===== config.mk =====
export PLATFORM = sky130hd
export DESIGN_NAME = hazard_ctrl
export DESIGN_NICKNAME = d
export VERILOG_FILES = /design/src/rtl/hazard_ctrl_pkg.sv /design/src/rtl/hazard_ctrl_sat_counter.sv /design/src/rtl/hazard_ctrl.sv
export SDC_FILE = /design/constraint.sdc
export NUM_CORES = 1
export LEC_CHECK = 0
export ABC_AREA = 1
export CORE_MARGIN = 10
export CORE_UTILIZATION = 45
export DETAILED_ROUTE_END_ITERATION = 7
export HOLD_SLACK_MARGIN = 0.08
export PLACE_DENSITY = 0.77
export SETUP_SLACK_MARGIN = 0.5
export SLEW_MARGIN = 20
export SYNTH_ARGS = -nofsm -noshare
export SYNTH_HDL_FRONTEND = slang
export SYNTH_SLANG_ARGS = --single-unit

===== constraint.sdc =====
create_clock -name i_clk -period 1.9 [get_ports i_clk]
set_clock_uncertainty 0.05 [all_clocks]
set_input_delay 0.38 -clock i_clk [delete_from_list [all_inputs] [get_ports i_clk]]
set_output_delay 0.38 -clock i_clk [all_outputs]
set_load 0.02 [all_outputs]

===== src/rtl/hazard_ctrl_pkg.sv =====
// Shared pipeline definitions for the hazard controller: register-index width
// and the FSM state encoding.
package hazard_ctrl_pkg;
  localparam int REG_W = 5;

  typedef enum logic [1:0] {
    ST_RUN        = 2'd0,
    ST_LOAD_STALL = 2'd1,
    ST_MEM_WAIT   = 2'd2,
    ST_REDIRECT   = 2'd3
  } state_t;
endpackage


===== src/rtl/hazard_ctrl_sat_counter.sv =====
// Saturating up-counter with synchronous clear; sticks at all-ones.
module sat_counter #(
  parameter int W = 8
) (
  input  logic         i_clk,
  input  logic         i_rst_n,
  input  logic         i_clr,
  input  logic         i_inc,
  output logic [W-1:0] o_cnt
);
  logic [W-1:0] r_cnt;

  always_ff @(posedge i_clk or negedge i_rst_n) begin
    if (!i_rst_n)              r_cnt <= '0;
    else if (i_clr)            r_cnt <= '0;
    else if (i_inc && ~&r_cnt) r_cnt <= r_cnt + 1'b1;
  end

  assign o_cnt = r_cnt;
endmodule


===== src/rtl/hazard_ctrl.sv =====
// Pipeline hazard controller: load-use stalls, EX redirect flushes and
// data-memory wait holds, sequenced by a small Mealy FSM.
module hazard_ctrl
  import hazard_ctrl_pkg::*;
#(
  parameter int FLUSH_CYCLES = 1,
  parameter int MEM_TIMEOUT  = 15,
  parameter int CNT_W        = 16
) (
  input  logic             i_clk,
  input  logic             i_rst_n,
  input  logic [REG_W-1:0] i_id_rs1,
  input  logic [REG_W-1:0] i_id_rs2,
  input  logic             i_id_use_rs1,
  input  logic             i_id_use_rs2,
  input  logic [REG_W-1:0] i_ex_rd,
  input  logic             i_ex_is_load,
  input  logic             i_ex_redirect,
  input  logic             i_mem_busy,
  output logic             o_pc_hold,
  output logic             o_ifid_hold,
  output logic             o_ifid_flush,
  output logic             o_idex_bubble,
  output logic             o_pipe_hold,
  output logic             o_mem_err,
  output logic [CNT_W-1:0] o_stall_cnt
);
  localparam int WAIT_W = (MEM_TIMEOUT < 2) ? 1 : $clog2(MEM_TIMEOUT + 1);
  localparam logic [WAIT_W-1:0] TO_M1      = WAIT_W'(MEM_TIMEOUT - 1);
  localparam logic [1:0]        FLUSH_INIT = 2'(FLUSH_CYCLES - 1);

  state_t r_state, w_state_nxt;
  logic [1:0] r_flush_cnt, w_flush_nxt;
  logic r_resume, w_resume_nxt;
  logic r_mem_err;
  logic w_lu;
  logic w_hold, w_flush, w_bubble, w_pipe;
  logic [WAIT_W-1:0] w_wait_cnt;

  assign w_lu = i_ex_is_load && (i_ex_rd != '0) &&
                ((i_id_use_rs1 && (i_id_rs1 == i_ex_rd)) ||
                 (i_id_use_rs2 && (i_id_rs2 == i_ex_rd)));

  always_ff @(posedge i_clk or negedge i_rst_n) begin
    if (!i_rst_n) begin
      r_state     <= ST_RUN;
      r_flush_cnt <= '0;
      r_resume    <= 1'b0;
    end else begin
      r_state     <= w_state_nxt;
      r_flush_cnt <= w_flush_nxt;
      r_resume    <= w_resume_nxt;
    end
  end

  always_comb begin
    w_state_nxt  = r_state;
    w_flush_nxt  = r_flush_cnt;
    w_resume_nxt = r_resume;
    case (r_state)
      ST_RUN: begin
        if (i_mem_busy) begin
          w_state_nxt  = ST_MEM_WAIT;
          w_resume_nxt = 1'b0;
        end else if (i_ex_redirect) begin
          if (FLUSH_CYCLES > 1) begin
            w_state_nxt = ST_REDIRECT;
            w_flush_nxt = FLUSH_INIT;
          end
        end else if (w_lu) begin
          w_state_nxt = ST_LOAD_STALL;
        end
      end
      ST_LOAD_STALL: w_state_nxt = ST_RUN;
      ST_MEM_WAIT: begin
        if (!i_mem_busy) begin
          w_state_nxt  = r_resume ? ST_REDIRECT : ST_RUN;
          w_resume_nxt = 1'b0;
        end
      end
      ST_REDIRECT: begin
        // a memory wait preempts the flush; the saved bit brings us back here
        if (i_mem_busy) begin
          w_state_nxt  = ST_MEM_WAIT;
          w_resume_nxt = 1'b1;
        end else begin
          w_flush_nxt = r_flush_cnt - 2'd1;
          if (r_flush_cnt <= 2'd1) w_state_nxt = ST_RUN;
        end
      end
      default: w_state_nxt = ST_RUN;
    endcase
  end

  always_comb begin
    w_hold   = 1'b0;
    w_flush  = 1'b0;
    w_bubble = 1'b0;
    w_pipe   = 1'b0;
    case (r_state)
      ST_RUN: begin
        if (i_mem_busy) begin
          w_hold = 1'b1;
          w_pipe = 1'b1;
        end else if (i_ex_redirect) begin
          w_flush  = 1'b1;
          w_bubble = 1'b1;
        end else if (w_lu) begin
          w_hold   = 1'b1;
          w_bubble = 1'b1;
        end
      end
      ST_MEM_WAIT: begin
        w_hold = i_mem_busy;
        w_pipe = i_mem_busy;
      end
      ST_REDIRECT: begin
        w_hold   = i_mem_busy;
        w_pipe   = i_mem_busy;
        w_flush  = !i_mem_busy;
        w_bubble = !i_mem_busy;
      end
      default: ;
    endcase
  end

  // gate with reset so a mid-cycle assert silences the Mealy outputs at once
  assign o_pc_hold     = i_rst_n & w_hold;
  assign o_ifid_hold   = i_rst_n & w_hold;
  assign o_ifid_flush  = i_rst_n & w_flush;
  assign o_idex_bubble = i_rst_n & w_bubble;
  assign o_pipe_hold   = i_rst_n & w_pipe;

  // counts consecutive busy cycles regardless of which state is holding
  sat_counter #(.W(WAIT_W)) u_wait_cnt (
    .i_clk  (i_clk),
    .i_rst_n(i_rst_n),
    .i_clr  (!i_mem_busy),
    .i_inc  (i_mem_busy),
    .o_cnt  (w_wait_cnt)
  );

  sat_counter #(.W(CNT_W)) u_stall_cnt (
    .i_clk  (i_clk),
    .i_rst_n(i_rst_n),
    .i_clr  (1'b0),
    .i_inc  (o_pc_hold),
    .o_cnt  (o_stall_cnt)
  );

  always_ff @(posedge i_clk or negedge i_rst_n) begin
    if (!i_rst_n)                                  r_mem_err <= 1'b0;
    else if (i_mem_busy && (w_wait_cnt >= TO_M1))  r_mem_err <= 1'b1;
  end

  assign o_mem_err = r_mem_err;
endmodule


## Word level (Yosys, flattened, before mapping)

Index checks and enable logic that the tools add are counted.

- Divide/modulo/power cells: 0
- Bitwise operators: 5
- Add/sub/neg operators: 3
- Multipliers: 0
- Magnitude comparators: 2
- Equal/unequal tests: 12
- Reductions and logical operators: 20
- Muxes and demuxes: 26
- Shift operators: 0

Operators with widths:

| kind | number |
|---|---|
| $add A16 B1 Y16 const B | 1 |
| $reduce_and A16 Y1 | 1 |
| $mux W2 | 7 |
| $reduce_and A4 Y1 | 3 |
| $mux W1 | 11 |
| $eq A5 B5 Y1 | 2 |
| $ne A3 B3 Y1 const B | 3 |
| $mux W4 | 2 |
| $pmux W1 S2 | 4 |
| $pmux W2 S4 | 1 |
| $logic_and A1 B1 Y1 | 7 |
| $ne A2 B2 Y1 const B | 3 |
| $reduce_bool A5 Y1 | 1 |
| $add A4 B1 Y4 const B | 1 |
| $and A1 B1 Y1 | 4 |
| $eq A2 B2 Y1 const B | 2 |
| $ge A4 B4 Y1 const B | 1 |
| $logic_not A1 Y1 | 3 |
| $pmux W1 S3 | 1 |
| $reduce_bool A3 Y1 | 1 |
| $eq A2 B1 Y1 const B | 1 |
| $le A2 B1 Y1 const B | 1 |
| $logic_not A2 Y1 | 1 |
| $ne A2 B1 Y1 const B | 1 |
| other kinds (5) | 5 |

- Memories kept: 0
- Input bits: 22
- Bits in registers: 26
- Output and inout bits: 22
- Memory bits (read-only): 0
- Bits in writable memories: 0
- Latch bits: 0

## Depth between registers and ports, before layout

- Word-level depth: 10
- Mapped depth: 12

## By module

From an unflattened synthesis, not the netlist that was laid out.

- Cells, all modules: 290
- Area total of the unflattened synthesis: 1904.3 um2

Modules (own cells, without submodules):

| module | area each (um2) | instances | cells an instance |
|---|---|---|---|
| sat_counter at u_stall_cnt | 1007.2 | 1 | 146 |
| hazard_ctrl | 675.6 | 1 | 116 |
| sat_counter at u_wait_cnt | 221.5 | 1 | 28 |

## Least setup slack after synthesis

Ideal clock, no wire load.

- Kind: flip-flop to output port
- Start: reg r_state[0]
- End: out o_pc_hold
- Data arrival time: 1981 ps
- Path buffers: 1
- Stages on the path, launching flop included: 7
- Slack: -511 ps
- Cell sequence: dfrtp_1 inv_1 ha_1 o21ai_0 a21oi_2 a21boi_0 buf_4

- Cells in the longest elaborated chain, start to end: 4

RTL lines:

| item | RTL line | source |
|---|---|---|
| start, declared | hazard_ctrl.sv:32 | `state_t r_state, w_state_nxt;` |
| start signal, assigned | hazard_ctrl.sv:50 | `r_state <= w_state_nxt;` |
| $eq A2 B2 Y1 | hazard_ctrl.sv:100 | `case (r_state)` |
| $reduce_or A2 Y1 (no source line) | -- |  |
| $pmux W1 S2 (*) | hazard_ctrl.sv:100 |  |
| $and A1 B1 Y1 (*) | -- |  |
| end, declared | hazard_ctrl.sv:20 | `output logic o_pc_hold,` |

Mark *: on every way between the ends. The rest lies on a longest branch, timed or not.

## Final worst setup path

- Start: reg r_state[0]
- End: out o_ifid_hold

- Cells in the longest elaborated chain, start to end: 4

RTL lines:

| item | RTL line | source |
|---|---|---|
| $eq A2 B2 Y1 | hazard_ctrl.sv:100 |  |
| $reduce_or A2 Y1 (no source line) | -- |  |
| $pmux W1 S2 (*) | hazard_ctrl.sv:100 |  |
| $and A1 B1 Y1 (*) | hazard_ctrl.sv:129 | `assign o_ifid_hold = i_rst_n & w_hold;` |
| end, declared | hazard_ctrl.sv:21 | `output logic o_ifid_hold,` |

Marks and branches as above.

==> results.cfg <==
[sta]
hold_viol = 0
drv_slew = 0
period_share_pct = 108
grt_setup_unrepaired = true
fmax_mhz = 487
slew_headroom_pct = 73.2
fin_setup_tns_ns = -0.549
worst_slack_ns = -0.154
finalCriticalPeriod_ns = 2.05
setup_viol = 4
worstMarginPinSlew_ns = 0.399

[clocking]
clock-root-buffer = clkbuf_8
htreeDepth = 1
cts_tree = yes
clkSinkCount = 26
cts_max_path_buffers = 2
worstSkewPairLatency_ns = 0.27
ctsHoldBuffers = 0
path_clk_slew_ns = 0.09
cts_buffers = 3

[drt]
vias_per_cell = 5.16
wl_per_cell_um = 14.5
drt-initial-drc-count = 187
first_pass_iters = 4
drcViolationCount = 0
vias = 2119
antenna_left = 0
routed_wl_um = 5950

[finish]
n_fill_cell = 301
area_growth_pct = 54.8
finalNetCount = 392
utilization_pct = 72.6
drive_above_1_share_pct = 39.3
regArea_um2 = 658
antenna_cells = 0
final_cell_area_um2 = 2950
multi_input_area_um2 = 1240

[synthesis]
yosys.area.top_type = dfrtp_1
synth_top_cell_area_share_pct = 34.2
ys_warn_count = 0
synth_ff_type = dfrtp_1
synth_area_um2 = 1900
ys_seq_area_share_pct = 34.2
synth_edf_count = 0
synth.ff_latch_count = 26
yosysUniqueCellTypes = 28
netlist_instances = 268
synth_area_leaders = dfrtp_1 (34%), nand2_1 (17%), inv_1 (6.3%)
ys_top_cells_by_count = nand2_1 (88), inv_1 (32), dfrtp_1 (26), nor2_1 (20), nand4_1 (19)
syn_area_per_cell_um2 = 7.10
synth_most_common_cell = nand2_1
async_flop_share_pct = 100
syn_nets = 298

[pwr]
p_leak_nw = 1.49
powerDensity_nw_per_um2 = 788
total_power_w = 0.00232
ir_drop_uv = 547

[critical_path]
crit_required_ns = 1.47
crit_fanout = 4
r2r_end = u_stall_cnt.o_cnt[5]
rrSetupSlack_ns = 0.13
path_class = reg2out
cp-end-kind = output pin
timing.rr.start = r_state[0]
arrival_ns = 1.62
worstRegToRegCells = 9
start_kind = flip-flop

[placement]
placed_area_um2 = 2560
preCtsSetupSlack_ns = -0.781
dp_hpwl_um = 3840
portBuffers = 43
gp_congestion = 0.923

[grt]
grt_usage_pct = 16.2
grt_pass1_wl_um = 10100
grt_pass1_vias = 2214
antenna_found_initial = 0
grt_max_degree = 24
grt.overflow.total = 0

[floorplan]
dieArea_um2 = 7230
core_area_um2 = 4060
top_level_ports = 44
initial_core_util_pct = 46.9
rows = 23
die_height_um = 85.0
die_w_um = 85.0

[worst_hold_path]
hp-class = in2async

[run_status]
violations = negative setup slack
status = complete, but fails checks

[flow_run]
max_cap_viol_count = 0
-- cell usage in the layout (no fill, tap or decap), types with 5 or more instances in the layout --
cell      n
xor2_1    8
nand4_1  19
dfrtp_1  20
nand3_4   5
nand2_2   6
nand2_1  83
xnor2_1   7
nor2_1   16
buf_4    34
buf_2    24
buf_6    23
inv_2    13
nand3_1  16
inv_1    23
dfrtp_2   6
o21ai_0   6
-- worst max-delay path by stage --
stage / start / endpoint / slack [ns] / cells after the start
floorplan: r_state[0] / o_pc_hold / 0.02 / 6
global placement: i_ex_rd[4] / o_pc_hold / -0.76 / 10
detailed placement: i_ex_rd[4] / o_ifid_hold / -0.78 / 10
CTS: r_state[0] / o_idex_bubble / -0.15 / 7
global route: r_state[0] / o_idex_bubble / -0.24 / 7
finish: r_state[0] / o_ifid_hold / -0.15 / 6
-- what timing repair did --
item	4_1_cts	5_1_grt
pin swaps	25	2
setup buffers	28	6
cloned	2	0
setup endpoints to repair	42	39
gates resized for setup	190	29
-- stage by stage --
step / cells / hold WS [ns]
CTS: 405 / 0.208
floorplan: 268 / 0.0344
finish: 411 / 0.238
global route: 411 / 0.231
global placement: 371 / 0.413
detailed placement: 371 / 0.414
-- layer usage --
metal	track usage [%]	vias up	wire (um)
met2	30.6	65	3290
met3	3.54	6	335
li1	-	1055	-
met4	3.74	0	52
met5	0	-	0
met1	17.7	993	2270
-- report_power, final --
| part | internal, W | switching (W) | leakage [nW] |
|---|---|---|---|
| registers | 0.000645 | 0.0000905 | 0.339 |
| clock network | 0.000185 | 0.000182 | 0.0288 |
| logic | 0.000578 | 0.000640 | 1.13 |
| total | 0.00141 | 0.000912 | 1.49 |
-- logic make-up after synthesis --
kind of cell    share of synthesized area [%]
xor+xnor                                 6.90
simple gates                             38.1
compound gates                           6.05
fa+ha+maj                                5.26
buf+inv                                  9.53
flops                                    34.2
-- area by class of cell --
type                    count  share of cell area (%)
well taps                  50                    2.12
inverters                  37                    4.71
multi-input cells         200                    42.2
repair buffers             94                    26.8
clock buffers               4                    1.87
flip-flops and latches     26                    22.3
-- state kept, by name, summed over array words and instances, names as in the netlist --
register / flops
u_stall_cnt.o_cnt: 16
r_flush_cnt: 2
r_state: 2
o_mem_err: 1
u_wait_cnt.o_cnt: 4
r_resume: 1
-- worst max-delay path, cell delays in order (launching register included) --
cell and delay [ns]:
dfrtp_1 0.42, ha_2 0.25, buf_4 0.14, o21ai_4 0.06, a21oi_4 0.13, a21boi_4 0.21
buf_6 0.14
(Power assumes the default switching activity.)
